## src/rtl/program_loader_pkg.sv

```systemverilog
// program_loader_pkg: shared loader state encoding and RAM direction constants.
package program_loader_pkg;
    localparam logic [2:0] LDR_IDLE    = 3'd0;
    localparam logic [2:0] LDR_HDR     = 3'd1;
    localparam logic [2:0] LDR_COLLECT = 3'd2;
    localparam logic [2:0] LDR_WRITE   = 3'd3;
    localparam logic [2:0] LDR_DONE    = 3'd4;
    localparam logic [2:0] LDR_ERR     = 3'd5;
    localparam logic MEM_WRITE = 1'b1;
    localparam logic MEM_READ  = 1'b0;
    localparam int BYTES_PER_WORD = 4;
endpackage

```

## src/rtl/program_loader_byte_packer.sv

```systemverilog
// byte_packer: shifts accepted bytes MSB-first into a word, flags the completing byte.
module byte_packer #(
    parameter int DATA_W = 32
) (
    input  logic              clk,
    input  logic              rst,
    input  logic              clr_i,
    input  logic              accept_i,
    input  logic [7:0]        data_i,
    output logic [DATA_W-1:0] word_o,
    output logic              word_valid_o
);
    import program_loader_pkg::*;
    logic [DATA_W-9:0] shift_q, shift_d;
    logic [1:0]        cnt_q, cnt_d;
    assign word_o       = {shift_q, data_i};
    assign word_valid_o = accept_i && cnt_q == 2'(BYTES_PER_WORD - 1);
    always_comb begin
        shift_d = accept_i ? word_o[DATA_W-9:0] : shift_q;
        cnt_d   = clr_i ? 2'd0 : accept_i ? cnt_q + 2'd1 : cnt_q;
    end
    always_ff @(posedge clk or negedge rst) begin
        if (!rst) begin
            shift_q <= '0;
            cnt_q   <= '0;
        end else begin
            shift_q <= shift_d;
            cnt_q   <= cnt_d;
        end
    end
endmodule

```

## src/rtl/program_loader.sv

```systemverilog
// program_loader: loads a length-prefixed byte stream into RAM as big-endian words,
// holding the CPU until the load completes.
module program_loader #(
    parameter int ADDR_W    = 16,
    parameter int DATA_W    = 32,
    parameter int BASE_ADDR = 0,
    parameter int MAX_WORDS = 16
) (
    input  logic              clk,
    input  logic              rst,
    input  logic              start,
    input  logic [7:0]        in_data,
    input  logic              in_valid,
    output logic              in_ready,
    output logic [ADDR_W-1:0] mem_addr,
    output logic [DATA_W-1:0] mem_wdata,
    output logic              mem_rw,
    output logic              cpu_hold,
    output logic              done,
    output logic              error
);
    import program_loader_pkg::*;
    localparam int IDX_W = $clog2(MAX_WORDS + 1);
    logic [2:0]        state_q, state_d;
    logic [IDX_W-1:0]  idx_q, idx_d, n_q, n_d;
    logic [ADDR_W-1:0] addr_q, addr_d;
    logic [DATA_W-1:0] wdata_q, wdata_d, word;
    logic              accept, rearm, word_valid, hdr_acc;
    assign in_ready = state_q == LDR_HDR || state_q == LDR_COLLECT;
    assign accept   = in_valid && in_ready;
    assign hdr_acc  = accept && state_q == LDR_HDR;
    // start is honoured only between sessions; a load in flight cannot be restarted
    assign rearm    = start && (state_q == LDR_IDLE || state_q == LDR_DONE || state_q == LDR_ERR);
    assign mem_rw    = state_q == LDR_WRITE ? MEM_WRITE : MEM_READ;
    assign mem_addr  = addr_q;
    assign mem_wdata = wdata_q;
    assign cpu_hold  = state_q != LDR_DONE;
    assign done      = state_q == LDR_DONE;
    assign error     = state_q == LDR_ERR;
    byte_packer #(.DATA_W(DATA_W)) u_packer (
        .clk          (clk),
        .rst          (rst),
        .clr_i        (rearm),
        .accept_i     (accept && state_q == LDR_COLLECT),
        .data_i       (in_data),
        .word_o       (word),
        .word_valid_o (word_valid)
    );
    always_comb begin
        state_d = state_q;
        if (rearm)
            state_d = LDR_HDR;
        else if (hdr_acc)
            state_d = in_data == 8'd0 ? LDR_DONE : in_data > 8'(MAX_WORDS) ? LDR_ERR : LDR_COLLECT;
        else if (word_valid)
            state_d = LDR_WRITE;
        else if (state_q == LDR_WRITE)
            state_d = idx_q + IDX_W'(1) == n_q ? LDR_DONE : LDR_COLLECT;
        idx_d   = rearm ? '0 : state_q == LDR_WRITE ? idx_q + IDX_W'(1) : idx_q;
        n_d     = hdr_acc ? in_data[IDX_W-1:0] : n_q;
        // address/data are captured with the completing byte so they are stable for the whole WRITE cycle
        addr_d  = word_valid ? ADDR_W'(BASE_ADDR) + ADDR_W'(idx_q) : addr_q;
        wdata_d = word_valid ? word : wdata_q;
    end
    always_ff @(posedge clk or negedge rst) begin
        if (!rst) begin
            state_q <= LDR_IDLE;
            idx_q   <= '0;
            n_q     <= '0;
            addr_q  <= '0;
            wdata_q <= '0;
        end else begin
            state_q <= state_d;
            idx_q   <= idx_d;
            n_q     <= n_d;
            addr_q  <= addr_d;
            wdata_q <= wdata_d;
        end
    end
endmodule

```

## config.mk

```make
export PLATFORM = sky130hd
export DESIGN_NAME = program_loader
export DESIGN_NICKNAME = d
export VERILOG_FILES = /design/src/rtl/program_loader_pkg.sv /design/src/rtl/program_loader_byte_packer.sv /design/src/rtl/program_loader.sv
export SDC_FILE = /design/constraint.sdc
export NUM_CORES = 1
export LEC_CHECK = 0
export ABC_AREA = 0
export BUFFER_PORTS_ARGS = -buffer_cell sky130_fd_sc_hd__buf_2
export CAP_MARGIN = 20
export CORE_MARGIN = 5
export CORE_UTILIZATION = 49
export DETAILED_ROUTE_END_ITERATION = 8
export MAX_ROUTING_LAYER = met4
export PLACE_DENSITY = 0.83
export SLEW_MARGIN = 20
export SYNTH_ARGS = -nofsm -noshare
export SYNTH_HDL_FRONTEND = slang
export SYNTH_SLANG_ARGS = --single-unit
export TNS_END_PERCENT = 100
```

## constraint.sdc

```tcl
create_clock -name clk -period 1.53 [get_ports clk]
set_clock_uncertainty 0.15 [all_clocks]
set_input_delay 0 -clock clk [delete_from_list [all_inputs] [get_ports clk]]
set_output_delay 0 -clock clk [all_outputs]
set_load 0.05 [all_outputs]
```

Word-level counts from Yosys, hierarchy flattened. Index checks and enable logic that the tools add are counted.

Add/subtract/negate cells: 2. $lt $le $gt $ge: 1. Eq/ne operators: 8. Muxes and demuxes: 12. Reductions and logical operators: 13.

Operator list (number): two-way mux 3 bit (7); two-way mux 5 bit (2); greater-than comparator 8 x 5 -> 1 bit, second input constant (1); zero test 8 bit (1); equality test 3 x 2 -> 1 bit, second input constant (2); equality test 3 bit, second input constant (2); adder 5 x 1 -> 5 bit, second input constant (1); equality test 5 bit (1); logical AND 1 bit (5); two-way mux 2 bit (2); nonzero test 2 bit (2); nonzero test 4 bit (1); equality test 3 x 1 -> 1 bit, second input constant (1); zero test 3 bit (1); logical OR 1 bit (3); != test 3 bit, second input constant (1); adder 2 x 1 -> 2 bit, second input constant (1); equality test 2 bit, second input constant (1); two-way mux 1 bit (1).

Register bits: 76. Output and inout bits: 53. Word-level logic and storage cells: 43.

Longest topological paths before layout. Gate-level depths: netlist of the first run.

Depth in word-level cells: 8. Mapped depth: 7. Depth with buffers taken out: 6.

By module. A second synthesis of the first run with hierarchy kept.

Cell total of the unflattened synthesis: 232. Area, all modules: 3354.5 um2.

By module, submodules not included: program_loader (instances 1, cells an instance 165, area each 2213.4 um2); byte_packer (instances 1, cells an instance 67, area each 1141.1 um2).

Worst setup path before layout of the first run. Ideal clock, no wire load.

Path type: reg-to-output. Start point: register state_q[1]. End point: output cpu_hold. Arrival: 2.223 ns. Data required time: 1.380 ns. Setup slack: -0.843 ns. Cell stages (with the launch flop): 4. Cell sequence: dfrtp_1 > buf_4 > nor3_1 > inv_1.

Word-level cells in the longest chain between the ends: 1.

Ends and longest elaborated chain: start, declared (RTL line program_loader.sv:24) `logic [2:0] state_q, state_d;`; start signal, assigned (RTL line program_loader.sv:73) `state_q <= state_d;`; != test 3 bit (RTL line program_loader.sv:37) `assign cpu_hold = state_q != LDR_DONE;`; end, declared (RTL line program_loader.sv:18) `output logic cpu_hold,`.

No other way between the ends.

Final worst setup path of the first run.
Start point: register idx_q[2]. End point: register state_q[1].

Word-level cells in the longest chain between the ends: 7.

Ends and longest elaborated chain: start, declared (RTL line program_loader.sv:25) `logic [IDX_W-1:0] idx_q, idx_d, n_q, n_d;`; start signal, assigned (RTL line program_loader.sv:74) `idx_q <= idx_d;`; adder 5 x 1 -> 5 bit (RTL line program_loader.sv:58) `state_d = idx_q + IDX_W'(1) == n_q ? LDR_DONE : LDR_COLLECT;`; equality test 5 bit (RTL line program_loader.sv:58); two-way mux 3 bit (RTL line program_loader.sv:58); two-way mux 3 bit (RTL line program_loader.sv:57) `else if (state_q == LDR_WRITE)`; two-way mux 3 bit (RTL line program_loader.sv:55) `else if (word_valid)`; two-way mux 3 bit (RTL line program_loader.sv:53) `else if (hdr_acc)`; two-way mux 3 bit (RTL line program_loader.sv:51) `if (rearm)`.

No other way between the ends. The select of a mux whose other input is x is not followed. A chain may end at the register's enable or synchronous reset.

==> results of run 1 <==
-- cells in the mapped netlist (all sizes together), types with 2 or more instances --
cell	n	area share, %
buf	18	4.2
o21ai	4	0.61
xnor2	7	1.9
inv	3	0.34
nor3b	3	0.84
nand2b	3	0.80
ha	2	0.76
nor2	7	1.4
or3	2	0.38
dfrtp	76	58
nor2b	2	0.38
mux2	66	25
a21oi	4	0.61
nand3	2	0.31
nor3	3	0.46
xor2	2	0.54
nand2	10	1.3
-- cell type report --
class | count | area share [%]
clock buffers | 11 | 3.20
multi-input cells | 136 | 33.9
inverters | 3 | 0.255
repair buffers | 91 | 16.2
well taps | 77 | 2.18
flip-flops and latches | 76 | 43.1
clock inverters | 4 | 1.13
-- placed cells by master (no fill, tap or decap), types with 2 or more instances in the layout --
cell                            instances
sky130_fd_sc_hd__a21oi_2                2
sky130_fd_sc_hd__clkbuf_8              10
sky130_fd_sc_hd__a21oi_1                2
sky130_fd_sc_hd__nand2_4                3
sky130_fd_sc_hd__buf_2                 47
sky130_fd_sc_hd__dlygate4sd3_1         11
sky130_fd_sc_hd__dfrtp_1               73
sky130_fd_sc_hd__buf_6                  9
sky130_fd_sc_hd__inv_2                  2
sky130_fd_sc_hd__buf_12                 5
sky130_fd_sc_hd__nand2_1                7
sky130_fd_sc_hd__mux2_4                47
sky130_fd_sc_hd__xnor2_1                7
sky130_fd_sc_hd__nand2b_4               2
sky130_fd_sc_hd__mux2_2                19
sky130_fd_sc_hd__nor3b_4                2
sky130_fd_sc_hd__conb_1                11
sky130_fd_sc_hd__dfrtp_2                3
sky130_fd_sc_hd__nor2_1                 5
sky130_fd_sc_hd__nor3_4                 2
sky130_fd_sc_hd__buf_4                 17
sky130_fd_sc_hd__o21ai_0                3
sky130_fd_sc_hd__clkinvlp_4             2
-- worst min path at each step --
stage	startpoint	to	slack (ns)	cells after the start
detailed placement	rst	mem_wdata[1]	-0.16	1
floorplan	rst	idx_q[0]	-0.45	0
global placement	rst	mem_wdata[1]	-0.17	1
global route	rst	mem_wdata[2]	0.05	2
finish	rst	u_packer.shift_q[13]	0.005	2
CTS	rst	n_q[0]	0.01	2
-- sequential cells by signal, indices dropped and copies added, names as in the netlist --
register	count
state_q	3
u_packer.shift_q	24
mem_addr	5
mem_wdata	32
n_q	5
idx_q	5
u_packer.cnt_q	2
-- critical path: stages, from the launching register on --
cell	delay, ns
sky130_fd_sc_hd__dfrtp_2	0.42
sky130_fd_sc_hd__buf_4	0.14
sky130_fd_sc_hd__nand3_1	0.14
sky130_fd_sc_hd__xnor2_1	0.25
sky130_fd_sc_hd__o2111ai_2	0.16
sky130_fd_sc_hd__a32o_1	0.24
-- repair_timing --
action	CTS	global route
pin swaps	2	8
resized for setup	18	51
hold buffers	11	0
buffers inserted	1	5
cloned	0	1
endpoints found under the hold margin	100	0
endpoints found under the setup margin	56	80
-- cell families (layout without fill, tap and decap cells) --
group | count (synthesis) | in the layout | share of synthesized area, %
flops | 76 | 76 | 58.1
mux | 67 | 67 | 25.2
simple gates | 34 | 34 | 6.27
buf+inv | 21 | 109 | 4.59
compound gates | 13 | 13 | 2.56
xor+xnor | 9 | 9 | 2.41
fa+ha+maj | 2 | 2 | 0.764
other cells | 1 | 11 | 0.115
-- through the flow --
step | hold slack, ns | TNS (ns) | util (%) | total power, uW | setup slack (ns)
6_report | 0.00532 | -2.30 | 68.8 | 6550 | -0.0962
5_1_grt | 0.0498 | -5.45 | 68.8 | 6860 | -0.165
4_1_cts | 0.0134 | -0.328 | 64.4 | 5900 | -0.0582
3_5_place_dp | -0.163 | -1.39 | 58.6 | 4240 | -0.0778
3_3_place_gp | -0.168 | -0.258 | 58.6 | 4160 | -0.0254
2_1_floorplan | -0.446 | -3.71 | - | 3740 | -0.274
-- power by group through the flow --
stage / Sequential, uW / Combinational (uW) / Clock (uW)
finish: 2730 / 2330 / 1490
global route: 2780 / 2460 / 1620
CTS: 2670 / 1720 / 1510
detailed placement: 2710 / 1530 / 0
global placement: 2680 / 1480 / 0
floorplan: 2610 / 1130 / 0
-- layer usage --
metal / track usage (%) / up-vias / wire, um
met5: - / - / 0
met4: 10.0 / 0 / 229
met3: 4.01 / 18 / 342
met2: 27.5 / 64 / 3990
met1: 19.8 / 1071 / 3170
li1: - / 940 / -
==> summary.txt, run 1 <==
Layout
  – Final net count: 331
  – Seq. cell area: 1910 um2
  – Post-layout instance count excluding filler cells: 398
  – Fraction of layout cells with a size suffix above 1: 58.6%
  – Combined area of the multi-input logic cells: 1500 um2
  – FILL cells: 412
  – Final instance area: 4420 um2
  – Antenna cell count: 0
  – Layout overhead on the synthesized area: 35.0%

Route
  – Vias per cell: 5.26
  – Iteration count of the initial detailed-routing pass: 4
  – Count of nets left with antenna violations after detail routing: 0
  – Via Count: 2093
  – Number of DRC violations after detailed-routing iteration 0: 103
  – Wire length per cell after detailed routing: 19.4 um
  – Remaining DRCs: 0
  – Total routed wirelength: 7730 um

Placement
  – HPWL after detailed placement: 4490 um
  – DP Area: 3760 um2
  – Placed Cells incl. Taps: 365
  – Routability congestion estimate: 0.866
  – Number of port buffers: 53

Clock network
  – Clock-pin slew reported for the worst setup and hold paths after clock tree synthesis: 0.08 ns
  – CTS Buf Count: 9
  – # H-tree levels: 3
  – Clock buffer depth: 2
  – Cell at the root of the clock tree: sky130_fd_sc_hd__clkbuf_8
  – Clock sink count: 76
  – TritonCTS clock tree: built
  – Clock latency at the later pin of the worst-skew pair: 0.34 ns

Global route
  – Global-route wire length before repair: 11000 um
  – Aggregate global routing overflow: 0
  – Vias in the first global route: 2182
  – Largest net degree at the start of global routing: 36
  – Initial antenna violation count: 0
  – Overall routing resource usage: 17.2%

Setup path
  – Crit. Startpoint: idx_q[2]
  – Last element of the critical path: state_q[1]
  – Worst reg2reg endpoint: state_q[1]
  – Sort of element at the start of the critical path: flip-flop
  – Worst setup path category: reg -> reg
  – Slack of the worst reg-to-reg path: -0.1 ns
  – Cell count of the worst reg-to-reg path: 5
  – Largest fanout on the critical path: 5
  – Data arrival time at the worst-slack endpoint: 1.70 ns
  – Worst endpoint required time: 1.60 ns
  – Worst R2R Start: idx_q[2]
  – Kind of capture point of the worst setup path: flip-flop

Timing
  – Final setup slack of the worst path: -0.0962 ns
  – Total of endpoints with negative setup slack in the final report: 57
  – Final cycle utilization of the critical path: 106%
  – Number of endpoints with negative hold slack in the final report: 0
  – Final max-slew violation count: 0
  – Peak Freq: 615 MHz
  – RSZ-0062 raised after global routing: true
  – Period minus WS final: 1.63 ns

Logic synthesis
  – Synthesized instance count: 223
  – Prevailing post-synth register cell: sky130_fd_sc_hd__dfrtp_1
  – Portion of the post-synthesis area used by sequential elements: 58.1%
  – Synth async-reset ratio: 100%
  – Distinct cells, synth: 35
  – Average size of a mapped cell: 14.7 um2
  – Summed instance area of the synthesized netlist: 3270 um2
  – Warning count from the yosys run: 0
  – Number of flops mapped to enable cells by yosys: 0
  – Synthesized flop and latch total: 76

Power
  – P_sw: 2190 uW
  – Proportion of power drawn by combinational gates: 35.6%
  – Share of power burned in the clock network: 22.7%
  – IR Drop Worst-Case VDD: 0.850 mV
  – Power per cell area: 1480 nW/um2
  – Pleak: 0.00234 uW
  – Sequential share of power: 41.7%
  – Switching power share of the total: 33.5%
  – P_int: 4360 uW

Status
  – Failing checks: setup timing
  – Run status: finished with violations

Floorplan
  – Die extent in y: 91.7 um
  – I/O pins: 65
  – Total die area: 8410 um2
  – Std-Cell Rows: 29
  – Initial Util: 51.0%
  – Area of the core: 6420 um2
  – Die width: 91.7 um

Min path
  – HP Class: in -> async

Flow run
  – Max-cap violation count: 0
Note: power is estimated with default switching activity, not from simulation.
==> run 2, diff against run 1 <==
--- a/config.mk
+++ b/config.mk
@@ -11,7 +11,6 @@
 export CORE_MARGIN = 5
 export CORE_UTILIZATION = 49
 export DETAILED_ROUTE_END_ITERATION = 8
-export MAX_ROUTING_LAYER = met4
 export PLACE_DENSITY = 0.83
 export SLEW_MARGIN = 20
 export SYNTH_ARGS = -nofsm -noshare
==> run 2 against run 1 <==
Against the previous run:
- the run still ends with setup timing left
- combinational power barely moved
- largest power group unchanged
- worst setup slack got worse by 0.0032 ns
- first-iteration DRC count fell by 21%
- final area barely moved
- fmax fell by 0.19%
==> summary.txt, run 2 (synthesized netlist as in run 1, its figures left out) <==
Global route
  – Overall routing resource usage: 16.7%
  – Global-route wire length before repair: 11000 um
  – Aggregate global routing overflow: 0
  – Largest net degree at the start of global routing: 36
  – Initial antenna violation count: 0
  – Vias in the first global route: 2188

Route
  – Wire length on met2: 4040 um
  – Remaining DRCs: 0
  – Vias per cell: 5.28
  – Total routed wirelength: 7770 um
  – Wire length per cell after detailed routing: 19.5 um
  – Top metal layer carrying routed signals: met4
  – Routed metal-1 wirelength: 3150 um
  – Met3 WL post-DR: 373 um
  – Iteration count of the initial detailed-routing pass: 4
  – Via Count: 2101
  – Number of DRC violations after detailed-routing iteration 0: 81
  – Count of nets left with antenna violations after detail routing: 0

Clock network
  – Clock-pin slew reported for the worst setup and hold paths after clock tree synthesis: 0.08 ns
  – Cell at the root of the clock tree: sky130_fd_sc_hd__clkbuf_8
  – CTS Buf Count: 9
  – Clock latency at the later pin of the worst-skew pair: 0.34 ns
  – Clock sink count: 76
  – Clock buffer depth: 2
  – TritonCTS clock tree: built
  – # H-tree levels: 3

Power
  – Overall power: 6560 uW
  – IR Drop Worst-Case VDD: 0.848 mV
  – Power per cell area: 1490 nW/um2
  – Pleak: 0.00234 uW

Timing
  – Final max-slew violation count: 0
  – Period minus WS final: 1.63 ns
  – Final cycle utilization of the critical path: 106%
  – Number of endpoints with negative hold slack in the final report: 0
  – Final setup slack of the worst path: -0.0994 ns
  – Final-layout worst hold slack: 0.00125 ns
  – Total of endpoints with negative setup slack in the final report: 59
  – Peak Freq: 614 MHz
  – RSZ-0062 raised after global routing: true
  – Setup total negative slack: -2.48 ns

Setup path
  – Slack of the worst reg-to-reg path: -0.1 ns
  – Cell count of the worst reg-to-reg path: 5
  – Sort of element at the start of the critical path: flip-flop
  – Data arrival time at the worst-slack endpoint: 1.70 ns
  – Kind of capture point of the worst setup path: flip-flop
  – Worst endpoint required time: 1.61 ns
  – Largest fanout on the critical path: 5
  – Worst setup path category: reg -> reg

Layout
  – Most common cell after layout, fill and taps aside: sky130_fd_sc_hd__dfrtp_1
  – Antenna cell count: 0
  – Number of flip-flops in the largest register: 32
  – FILL cells: 413
  – Post-layout instance count excluding filler cells: 398
  – Fraction of layout cells with a size suffix above 1: 58.6%
  – Final net count: 331
  – Utilization of the core after routing: 68.7%
  – Commonest non-fill, non-tap cells in the layout: 73 x sky130_fd_sc_hd__dfrtp_1, 47 x sky130_fd_sc_hd__buf_2, 46 x sky130_fd_sc_hd__mux2_4
  – Layout overhead on the synthesized area: 34.9%

Floorplan
  – Die width: 91.7 um
  – Die extent in y: 91.7 um
  – Initial Util: 51.0%
  – Std-Cell Rows: 29
  – Area of the core: 6420 um2
  – I/O pins: 65
  – Total die area: 8410 um2

Flow run
  – Max-cap violation count: 0

Min path
  – HP Class: in -> async

Placement
  – HPWL after detailed placement: 4490 um
  – Routability congestion estimate: 0.852
  – Number of port buffers: 53
  – Placed Cells incl. Taps: 365

Status
  – Run status: finished with violations
  – Failing checks: setup timing
==> run 2: changes by cell type in the layout (fill, tap and decap cells not counted) <==
cell | previous run | this run
sky130_fd_sc_hd__mux2_4 | 47 | 46
sky130_fd_sc_hd__mux2_2 | 19 | 20
==> run 2: area by class of cell <==
class / count / area [um2] / area share [%]
multi-input cells: 136 / 1500 / 33.9
clock inverters: 4 / 50.0 / 1.13
repair buffers: 91 / 714 / 16.2
inverters: 3 / 11.3 / 0.255
flip-flops and latches: 76 / 1910 / 43.2
clock buffers: 11 / 141 / 3.20
well taps: 77 / 96.3 / 2.18
==> run 2: path summary, 6_finish.rpt <==
check,from,to
setup / recovery,idx_q[2],state_q[1]
hold / removal,rst,u_packer.shift_q[13]
setup reg to reg,idx_q[2],state_q[1]
hold reg to reg,mem_wdata[12],mem_wdata[12]
max in group asynchronous,rst,u_packer.shift_q[1]
min in group clk,in_data[5],u_packer.shift_q[5]
==> run 2: metal layers <==
metal	up-vias	global-route usage [%]
li1	942	-
met1	1079	19.7
met2	62	27.5
met3	18	4.17
met4	0	10.0
met5	-	0
==> run 2: per-stage QoR <==
| stage | instance area, um2 | worst slack (ns) |
|---|---|---|
| after floorplan | 3360 | -0.274 |
| after global placement | 3760 | -0.0254 |
| after detailed placement | 3760 | -0.0778 |
| after CTS | 4140 | -0.0582 |
| after global routing | 4410 | -0.164 |
| final | 4410 | -0.0994 |
==> run 2: worst max-delay path: stages, from the launching register on <==
cell and delay (ns):
sky130_fd_sc_hd__dfrtp_2 0.42, sky130_fd_sc_hd__buf_4 0.14, sky130_fd_sc_hd__nand3_1 0.14, sky130_fd_sc_hd__xnor2_1 0.26
sky130_fd_sc_hd__o2111ai_2 0.16, sky130_fd_sc_hd__a32o_1 0.24
==> run 2: power breakdown <==
part           internal, uW  switching [uW]  leakage [uW]
combinational          1190            1130       0.00122
clock                   787             713     0.0000914
sequential             2380             359       0.00103
total                  4350            2210       0.00234
==> run 2: repair_timing <==
item,4_1_cts,5_1_grt
pin swaps,2,8
endpoints found under the hold margin,100,0
gates cloned,0,1
endpoints found under the setup margin,56,80
resized for setup,18,50
hold buffers,11,0
buffers inserted,1,5
